File: src/rtl/hni_rxdat_fifo_if.sv
// hni_rxdat_fifo_if: groups the RXDAT ingress, the data-buffer egress and the
// FIFO status signals of hni_rxdat_fifo. Signal names match the original
// module ports.
// CHIE_DAT_FLIT_WIDTH falls back to 64 when the build does not define it.

`ifndef CHIE_DAT_FLIT_WIDTH
`define CHIE_DAT_FLIT_WIDTH 64
`endif

interface hni_rxdat_fifo_if #(
  parameter int unsigned PTR_W = 2
);
  logic                            rxdat_valid_s0;
  logic [`CHIE_DAT_FLIT_WIDTH-1:0] rxdatflit_s0;
  logic                            dbf_rxdat_valid;
  logic [`CHIE_DAT_FLIT_WIDTH-1:0] dbf_rxdatflit;
  logic                            dbf_rxdat_ready;
  logic [PTR_W:0]                  rxdat_fifo_cnt;
  logic                            rxdat_fifo_full;
  logic                            rxdat_fifo_ovf;

  // Environment side: hni_rxdat producer plus hni_data_buffer consumer.
  modport master (
    output rxdat_valid_s0, rxdatflit_s0, dbf_rxdat_ready,
    input  dbf_rxdat_valid, dbf_rxdatflit,
    input  rxdat_fifo_cnt, rxdat_fifo_full, rxdat_fifo_ovf
  );

  // FIFO side.
  modport slave (
    input  rxdat_valid_s0, rxdatflit_s0, dbf_rxdat_ready,
    output dbf_rxdat_valid, dbf_rxdatflit,
    output rxdat_fifo_cnt, rxdat_fifo_full, rxdat_fifo_ovf
  );
endinterface

File: src/rtl/hni_rxdat_fifo.sv
// hni_rxdat_fifo: show-ahead FIFO buffering DAT flits from hni_rxdat toward
// hni_data_buffer. Flits arriving while full (without a simultaneous pop) are
// dropped and latch the sticky overflow flag.
// Optional macro HNI_RXDAT_FIFO_BYPASS_EN: when the FIFO is empty an incoming
// flit is presented on the dbf_* outputs in the same cycle and, if accepted,
// is never written into storage.

`ifndef CHIE_DAT_FLIT_WIDTH
`define CHIE_DAT_FLIT_WIDTH 64
`endif

module hni_rxdat_fifo #(
  parameter int unsigned FIFO_DEPTH = 4,
  parameter int unsigned PTR_W      = 2
) (
  input  logic             clk,
  input  logic             rst_n,
  hni_rxdat_fifo_if.slave  bus
);

  localparam int unsigned W = `CHIE_DAT_FLIT_WIDTH;
  localparam logic [PTR_W:0]   DEPTH_CNT = (PTR_W+1)'(FIFO_DEPTH);
  localparam logic [PTR_W:0]   CNT_ONE   = (PTR_W+1)'(1);
  localparam logic [PTR_W-1:0] PTR_ONE   = PTR_W'(1);

  logic [W-1:0]     mem [FIFO_DEPTH];
  logic [PTR_W-1:0] wr_ptr;
  logic [PTR_W-1:0] rd_ptr;
  logic [PTR_W:0]   count;
  logic             ovf;

  logic empty;
  logic full;
  logic pop_mem;
  logic byp_take;
  logic push;
  logic drop;

  assign empty = (count == '0);
  assign full  = (count == DEPTH_CNT);

  // Only a stored head can be popped; ready while empty is ignored.
  assign pop_mem = ~empty & bus.dbf_rxdat_ready;

`ifdef HNI_RXDAT_FIFO_BYPASS_EN
  logic byp;
  // Empty FIFO: incoming flit is shown directly; if taken it skips storage.
  assign byp      = empty & bus.rxdat_valid_s0;
  assign byp_take = byp & bus.dbf_rxdat_ready;
  assign bus.dbf_rxdat_valid = ~empty | byp;
  assign bus.dbf_rxdatflit   = byp   ? bus.rxdatflit_s0 :
                               empty ? '0 : mem[rd_ptr];
`else
  assign byp_take = 1'b0;
  assign bus.dbf_rxdat_valid = ~empty;
  assign bus.dbf_rxdatflit   = empty ? '0 : mem[rd_ptr];
`endif

  // A pop in the same cycle frees the slot, so a full FIFO still accepts.
  assign push = bus.rxdat_valid_s0 & (~full | pop_mem) & ~byp_take;
  assign drop = bus.rxdat_valid_s0 & full & ~pop_mem;

  assign bus.rxdat_fifo_cnt  = count;
  assign bus.rxdat_fifo_full = full;
  assign bus.rxdat_fifo_ovf  = ovf;

  // Storage write; the array is deliberately left out of reset.
  always_ff @(posedge clk) begin
    if (push) begin
      mem[wr_ptr] <= bus.rxdatflit_s0;
    end
  end

  // Pointers, occupancy and sticky overflow flag.
  always_ff @(posedge clk or negedge rst_n) begin
    if (!rst_n) begin
      wr_ptr <= '0;
      rd_ptr <= '0;
      count  <= '0;
      ovf    <= 1'b0;
    end else begin
      if (push) begin
        wr_ptr <= wr_ptr + PTR_ONE;
      end
      if (pop_mem) begin
        rd_ptr <= rd_ptr + PTR_ONE;
      end
      case ({push, pop_mem})
        2'b10:   count <= count + CNT_ONE;
        2'b01:   count <= count - CNT_ONE;
        default: count <= count;
      endcase
      if (drop) begin
        ovf <= 1'b1;
      end
    end
  end

endmodule

File: src/flat_wrapper.sv
// flat-port wrapper written by rule: the top's interface ports become plain ports
module hni_rxdat_fifo_flat 
#(
  parameter int unsigned FIFO_DEPTH = 4,
  parameter int unsigned PTR_W      = 2
)
  (clk, rst_n, bus_rxdat_valid_s0, bus_rxdatflit_s0, bus_dbf_rxdat_ready, bus_dbf_rxdat_valid, bus_dbf_rxdatflit, bus_rxdat_fifo_cnt, bus_rxdat_fifo_full, bus_rxdat_fifo_ovf);
  hni_rxdat_fifo_if #(.PTR_W(PTR_W)) bus_i ();
  input  logic clk;
  input  logic rst_n;
  input wire logic [$bits(bus_i.rxdat_valid_s0)-1:0] bus_rxdat_valid_s0;
  input wire logic [$bits(bus_i.rxdatflit_s0)-1:0] bus_rxdatflit_s0;
  input wire logic [$bits(bus_i.dbf_rxdat_ready)-1:0] bus_dbf_rxdat_ready;
  output wire logic [$bits(bus_i.dbf_rxdat_valid)-1:0] bus_dbf_rxdat_valid;
  output wire logic [$bits(bus_i.dbf_rxdatflit)-1:0] bus_dbf_rxdatflit;
  output wire logic [$bits(bus_i.rxdat_fifo_cnt)-1:0] bus_rxdat_fifo_cnt;
  output wire logic [$bits(bus_i.rxdat_fifo_full)-1:0] bus_rxdat_fifo_full;
  output wire logic [$bits(bus_i.rxdat_fifo_ovf)-1:0] bus_rxdat_fifo_ovf;
  assign bus_i.rxdat_valid_s0 = bus_rxdat_valid_s0;
  assign bus_i.rxdatflit_s0 = bus_rxdatflit_s0;
  assign bus_i.dbf_rxdat_ready = bus_dbf_rxdat_ready;
  assign bus_dbf_rxdat_valid = bus_i.dbf_rxdat_valid;
  assign bus_dbf_rxdatflit = bus_i.dbf_rxdatflit;
  assign bus_rxdat_fifo_cnt = bus_i.rxdat_fifo_cnt;
  assign bus_rxdat_fifo_full = bus_i.rxdat_fifo_full;
  assign bus_rxdat_fifo_ovf = bus_i.rxdat_fifo_ovf;
  hni_rxdat_fifo #(.FIFO_DEPTH(FIFO_DEPTH), .PTR_W(PTR_W)) u_core (.clk(clk), .rst_n(rst_n), .bus(bus_i));
endmodule
File: config.mk
export PLATFORM = sky130hd
export DESIGN_NAME = hni_rxdat_fifo_flat
export DESIGN_NICKNAME = d
export VERILOG_FILES = /design/src/rtl/hni_rxdat_fifo_if.sv /design/src/rtl/hni_rxdat_fifo.sv /design/src/flat_wrapper.sv
export SDC_FILE = /design/constraint.sdc
export NUM_CORES = 1
export LEC_CHECK = 0
export CAP_MARGIN = 30
export CORE_MARGIN = 2
export CORE_UTILIZATION = 55
export CTS_CLUSTER_DIAMETER = 80
export DETAILED_ROUTE_END_ITERATION = 6
export PLACE_DENSITY = 0.8
export SYNTH_ARGS = -nofsm -noshare
export SYNTH_HDL_FRONTEND = slang
export SYNTH_SLANG_ARGS = --single-unit
File: constraint.sdc
create_clock -name clk -period 3.9 [get_ports clk]
set_clock_uncertainty 0.15 [all_clocks]
set_input_delay 0.78 -clock clk [delete_from_list [all_inputs] [get_ports clk]]
set_output_delay 0.78 -clock clk [all_outputs]
set_load 0.03 [all_outputs]
* Yosys cells after proc, flatten, opt, wreduce, memory -nomap -nowiden
Memories as Yosys holds them, arrays and structs flattened.
Index checks and enable logic that the tools add are counted.
** Operators by class
- Bitwise gates (word level) :: 8
- $add $sub $neg :: 4
- Mux-type cells :: 4
- Equal/unequal tests :: 3
- Reduce and logical (&&, ||, !) cells :: 2
** Operators by type and width (count)
- $mux 64 :: 1
- $pmux 3 s2 :: 1
- $add 2x1->2 const B :: 2
- $and 1x1->1 :: 4
- $add 3x1->3 const B :: 1
- $eq 3x3->1 const B :: 1
- $logic_not 3->1 :: 1
- $not 1->1 :: 3
- $sub 3x1->3 const B :: 1
- $eq 2x1->1 const B :: 1
- $eq 2x2->1 const B :: 1
- $mux 1 :: 2
- $reduce_bool 2->1 :: 1
- $or 1x1->1 :: 1
** Word-level totals
- Logic and storage cells :: 26
- Memory bits (writable) :: 256
- Input port bits :: 68
- Register bits :: 8
- Memories :: 1
** Memories
- u_core.mem :: depth 4, bits a word 64, read ports 1, clocked after Yosys merged registers in 0, write ports 1, RTL line hni_rxdat_fifo.sv:26 : logic [W-1:0] mem [FIFO_DEPTH];

* Depth between registers and ports, before layout
Gate-level depths: netlist of run 1.
- Word-level depth :: 7
- Depth in mapped cells :: 8
- Depth with buffers taken out :: 7

* Worst setup path after synthesis of run 1
OpenSTA, ideal clock, no wires.
- Path type :: input-to-reg
- Start :: input bus_rxdat_valid_s0
- End :: memory u_core.mem[0][0] (netlist bit), enable pin
- Setup slack :: 0.508 ns
- Setup time :: 0.429 ns
- Data arrival time :: 2.813 ns
- Stages :: 3
- Buffers on the path :: 1
- Cells stage by stage :: buf_2 nor2b_1 and2_1
** On the way
- Cells in the longest elaborated chain, start to end :: 3
** RTL lines
- start: declaration :: RTL line flat_wrapper.sv:11 : input wire logic [$bits(bus_i.rxdat_valid_s0)-1:0] bus_rxdat_valid_s0;
- $and 1x1->1 :: RTL line hni_rxdat_fifo.sv:60 : assign push = bus.rxdat_valid_s0 & (~full | pop_mem) & ~byp_take;
- $mux 1 :: RTL line hni_rxdat_fifo.sv:69 : if (push) begin
- $mux 1 (not written as such) :: RTL line hni_rxdat_fifo.sv:70 : mem[wr_ptr] <= bus.rxdatflit_s0;
- end: declaration :: RTL line hni_rxdat_fifo.sv:26
Every way passes these cells.

* Worst setup path after layout of run 1
- Start :: register u_core.count[0] (netlist: u_core.bus.rxdat_fifo_cnt[0])
- End :: output bus_dbf_rxdatflit[31]
** On the way
- Cells in the longest elaborated chain, start to end :: 2
** RTL lines
- start: declaration :: RTL line hni_rxdat_fifo.sv:29 : logic [PTR_W:0] count;
- start signal: assignment :: RTL line hni_rxdat_fifo.sv:89 : 2'b10: count <= count + CNT_ONE;
- start signal: assignment :: RTL line hni_rxdat_fifo.sv:90 : 2'b01: count <= count - CNT_ONE;
- start signal: assignment :: RTL line hni_rxdat_fifo.sv:91 : default: count <= count;
- $logic_not 3->1 :: RTL line hni_rxdat_fifo.sv:39 : assign empty = (count == '0);
- $mux 64 :: RTL line hni_rxdat_fifo.sv:56 : assign bus.dbf_rxdatflit = empty ? '0 : mem[rd_ptr];
- end: declaration :: RTL line flat_wrapper.sv:15 : output wire logic [$bits(bus_i.dbf_rxdatflit)-1:0] bus_dbf_rxdatflit;
Every way passes these cells.

==> results of run 1 <==
-- layout make-up --
| class | count | area, um2 |
|---|---|---|
| clock buffers | 34 | 702 |
| repair buffers | 155 | 1640 |
| flip-flops and latches | 264 | 7890 |
| multi-input cells | 168 | 2170 |
| inverters | 4 | 15.0 |
| clock inverters | 14 | 92.6 |
| well taps | 229 | 287 |
| fillers | 1110 | 5290 |
-- state kept, by name, indices dropped and copies added, names as in the netlist --
signal	flops
u_core.rd_ptr	2
u_core.wr_ptr	2
u_core.mem	256
u_core.bus.rxdat_fifo_cnt	3
u_core.bus.rxdat_fifo_ovf	1
-- cells by family after synthesis --
logic type / Yosys count / share of synthesized area
flip-flops: 264 / 0.773
AND/OR/NAND/NOR: 83 / 0.0504
multiplexers: 65 / 0.142
buffers and inverters: 27 / 0.0153
AO/OA/AOI/OAI: 10 / 0.00724
XOR/XNOR: 5 / 0.00429
adder cells (fa/ha/maj): 5 / 0.00687
-- metrics by stage --
stage | instance area, um2 | total power [uW] | util
final | 12800 | 11000 | 0.708
after global placement | 12000 | 8700 | 0.664
after global routing | 12800 | 11500 | 0.708
after detailed placement | 12000 | 8790 | 0.664
after CTS | 12800 | 11100 | 0.708
after floorplan | 10200 | 6940 | -
-- metal layers --
| metal | global-route usage | routed length, um | share of wire |
|---|---|---|---|
| met1 | 0.276 | 8000 | 0.41 |
| met2 | 0.334 | 9580 | 0.50 |
| met3 | 0.0496 | 1380 | 0.071 |
| met4 | 0.0505 | 366 | 0.019 |
| met5 | 0 | 0 | 0 |
-- report_power, final --
part | internal (uW) | switching (uW) | total (uW)
combinational | 2190 | 2540 | 4730
sequential | 3740 | 222 | 3960
clock | 1330 | 982 | 2310
total | 7260 | 3740 | 11000
-- cells in the final DEF, fill, tap and decap left out, types with 3 or more instances in the layout --
cell type          n
edfxtp_1         256
clkdlybuf4s50_1  137
and2_1            65
mux4_2            64
clkbuf_16         27
buf_12            11
clkbuf_1           7
clkinv_1           7
buf_4              7
dfrtp_1            6
inv_1              4
and2_4             4
ha_1               4
clkinv_2           4
nor2b_1            3
xnor2_1            3
-- critical path: cells and delay by family, from the launching register on --
family	cells	cell delay [ns]
DFF	1	0.46
buffers and inverters	2	0.92
and+or+nand+nor	2	0.89
-- final timing paths --
kind | endpoint | slack [ns] | startpoint
min reg2reg | u_core.bus.rxdat_fifo_ovf$_DFFE_PN0P_ | 0.32 | u_core.bus.rxdat_fifo_ovf$_DFFE_PN0P_
max reg2reg | u_core.bus.rxdat_fifo_cnt[2]$_DFFE_PN0P_ | 1.03 | u_core.bus.rxdat_fifo_cnt[2]$_DFFE_PN0P_
min | u_core.bus.rxdat_fifo_ovf$_DFFE_PN0P_ | 0.32 | u_core.bus.rxdat_fifo_ovf$_DFFE_PN0P_
min in group asynchronous | u_core.bus.rxdat_fifo_cnt[1]$_DFFE_PN0P_ | 0.41 | rst_n
max | bus_dbf_rxdatflit[31] | 0.17 | u_core.bus.rxdat_fifo_cnt[0]$_DFFE_PN0P_
max in group asynchronous | u_core.rd_ptr[0]$_DFFE_PN0N_ | 2.88 | rst_n
==> summary.md, run 1 <==
| Metric | Value |
|---|---|
| Crit Path Category | flip-flop to output pin |
| Worst-skew pair later-pin latency | just over 0.5 ns |
| Asr flop ratio synth | 0.0303 |
| Syn Std Cell Area | around 10000 um2 |
| Total track usage | 0.202 |
| DRC Markers | 11 |
| Pleak | 0.00420 uW |
| Placed Cells incl. Taps | between 800 and 900 |
| Placed wire-length estimate | around 12 mm |
| CP peak stage delay | 0.73 ns |
| Final non-filler cell total | between 800 and 900 |
| Worst slack, placed | between 0.6 and 0.7 ns |
| CTS H-tree depth | 1 |
| Total grt overflow | 0 |
| Slowest stage cell, crit path | or3_2 |
| Max-Cap Viols | 0 |
| # setup viols final | 0 |
| Clk buf depth | 3 |
| Worst Setup Slack, final | approximately 0.17 ns |
| CP startpoint kind | flip-flop |
| Count of buffers from port buffering | between 100 and 150 |
| Die width | 140 um |
| Final nets | between 600 and 700 |
| Minimum clock period | about 3.7 ns |
| Top FF cell, synth | edfxtp_1 |
| Initial Util | 0.564 |
| Synth warn | 0 |
| Post-synthesis area per instance | 22.2 um2 |
| Clk slew on worst S/H paths | ~0.060 ns |
| Largest area contributor in the netlist | edfxtp_1 |
| First-pass GRT wire length | ~30 mm |
| TNS Setup | 0 ns |
| Failing checks | design-rule violations |
| Ranking of synthesized cells by area | edfxtp_1 (75%), mux4_2 (14%), and2_1 (4.2%) |
| 1st-iter DRT viols | about 380 |
| Layout area overhead | 25.5% |
| CTS resizes | 0 |
| RePlAce Congestion | approximately 0.75 |
| Row count | a little under 50 |
| Worst-Margin Slew | around 0.45 ns |
| Total routed wirelength | just under 20 mm |
| Synth cell count leaders | edfxtp_1 (256), and2_1 (69), mux4_2 (64) |
| HP Class | flip-flop to flip-flop |
| CTS Hold Buffers Added | 0 |
| Post-synth EDFFs | 256 |
| IO Pins | ~140 |
| Initial antenna violation count | 0 |
| Final Hold Viols | 0 |
| Cells after Synth | between 400 and 500 |
| Slew Limit Fails | 0 |
| Fmax | 268 MHz |
| Drt pass-1 iters | 7 |
| CP Capture Type | output pin |
| Worst VDD drop | around 0.47 mV |
| Diode count | 0 |
| Crit Path Max Fanout | 47 |
| Postcts setup bufs | 0 |
| Hold_ws | about 0.32 ns |
| Core box area | about 18000 um2 |
| CTS tree | built |
| Share of the synthesized area in the top cell type | 0.754 |
| Seq/Total Area, Yosys | 0.773 |
| Hold Crit Depth | 1 |
| Vias | 5016 |
| Root buf cell | clkbuf_16 |
| Yosys reg bits | ~260 |
| Die height | roughly 140 um |
| Largest net degree at the start of global routing | 48 |
| Relative slew slack | 0.701 |
| CP Data Required Time | around 3.0 ns |
| Drt wl/cell | roughly 22 um |
| Status | finished with violations |
| Syn Nets | between 500 and 600 |
| Worst path arrival time | approximately 2.8 ns |
| Share of cells above drive strength 1 | 0.197 |
| Via/cell ratio | just under 6 |
| RSZ-0062 raised after global routing | false |
| PwrDens | 860 nW/um2 |
| Vias in the first global route | around 5400 |
| Worst R2R Path Depth | 8 |
| CP cell instances | or3_2, buf_12, and2_1, clkdlybuf4s50_1 |
| CTS Buf Count | 27 |
| Most common cell in the synthesized netlist | edfxtp_1 |
| Tcrit/Tclk final | 0.958 |
| CTS sink count | 264 |
| Count of cell types in the netlist | 32 |
| Die area | between 15000 and 20000 um2 |
| Final ANT Viol Nets | 0 |
Power figures use the tool's default switching activity.
==> inputs of run 2 (changes only) <==
Settings changed: SLEW_MARGIN set to 10, TNS_END_PERCENT set to 50.
==> results of run 2 <==
Final layout, timing and power as in run 1 (identical DEF).
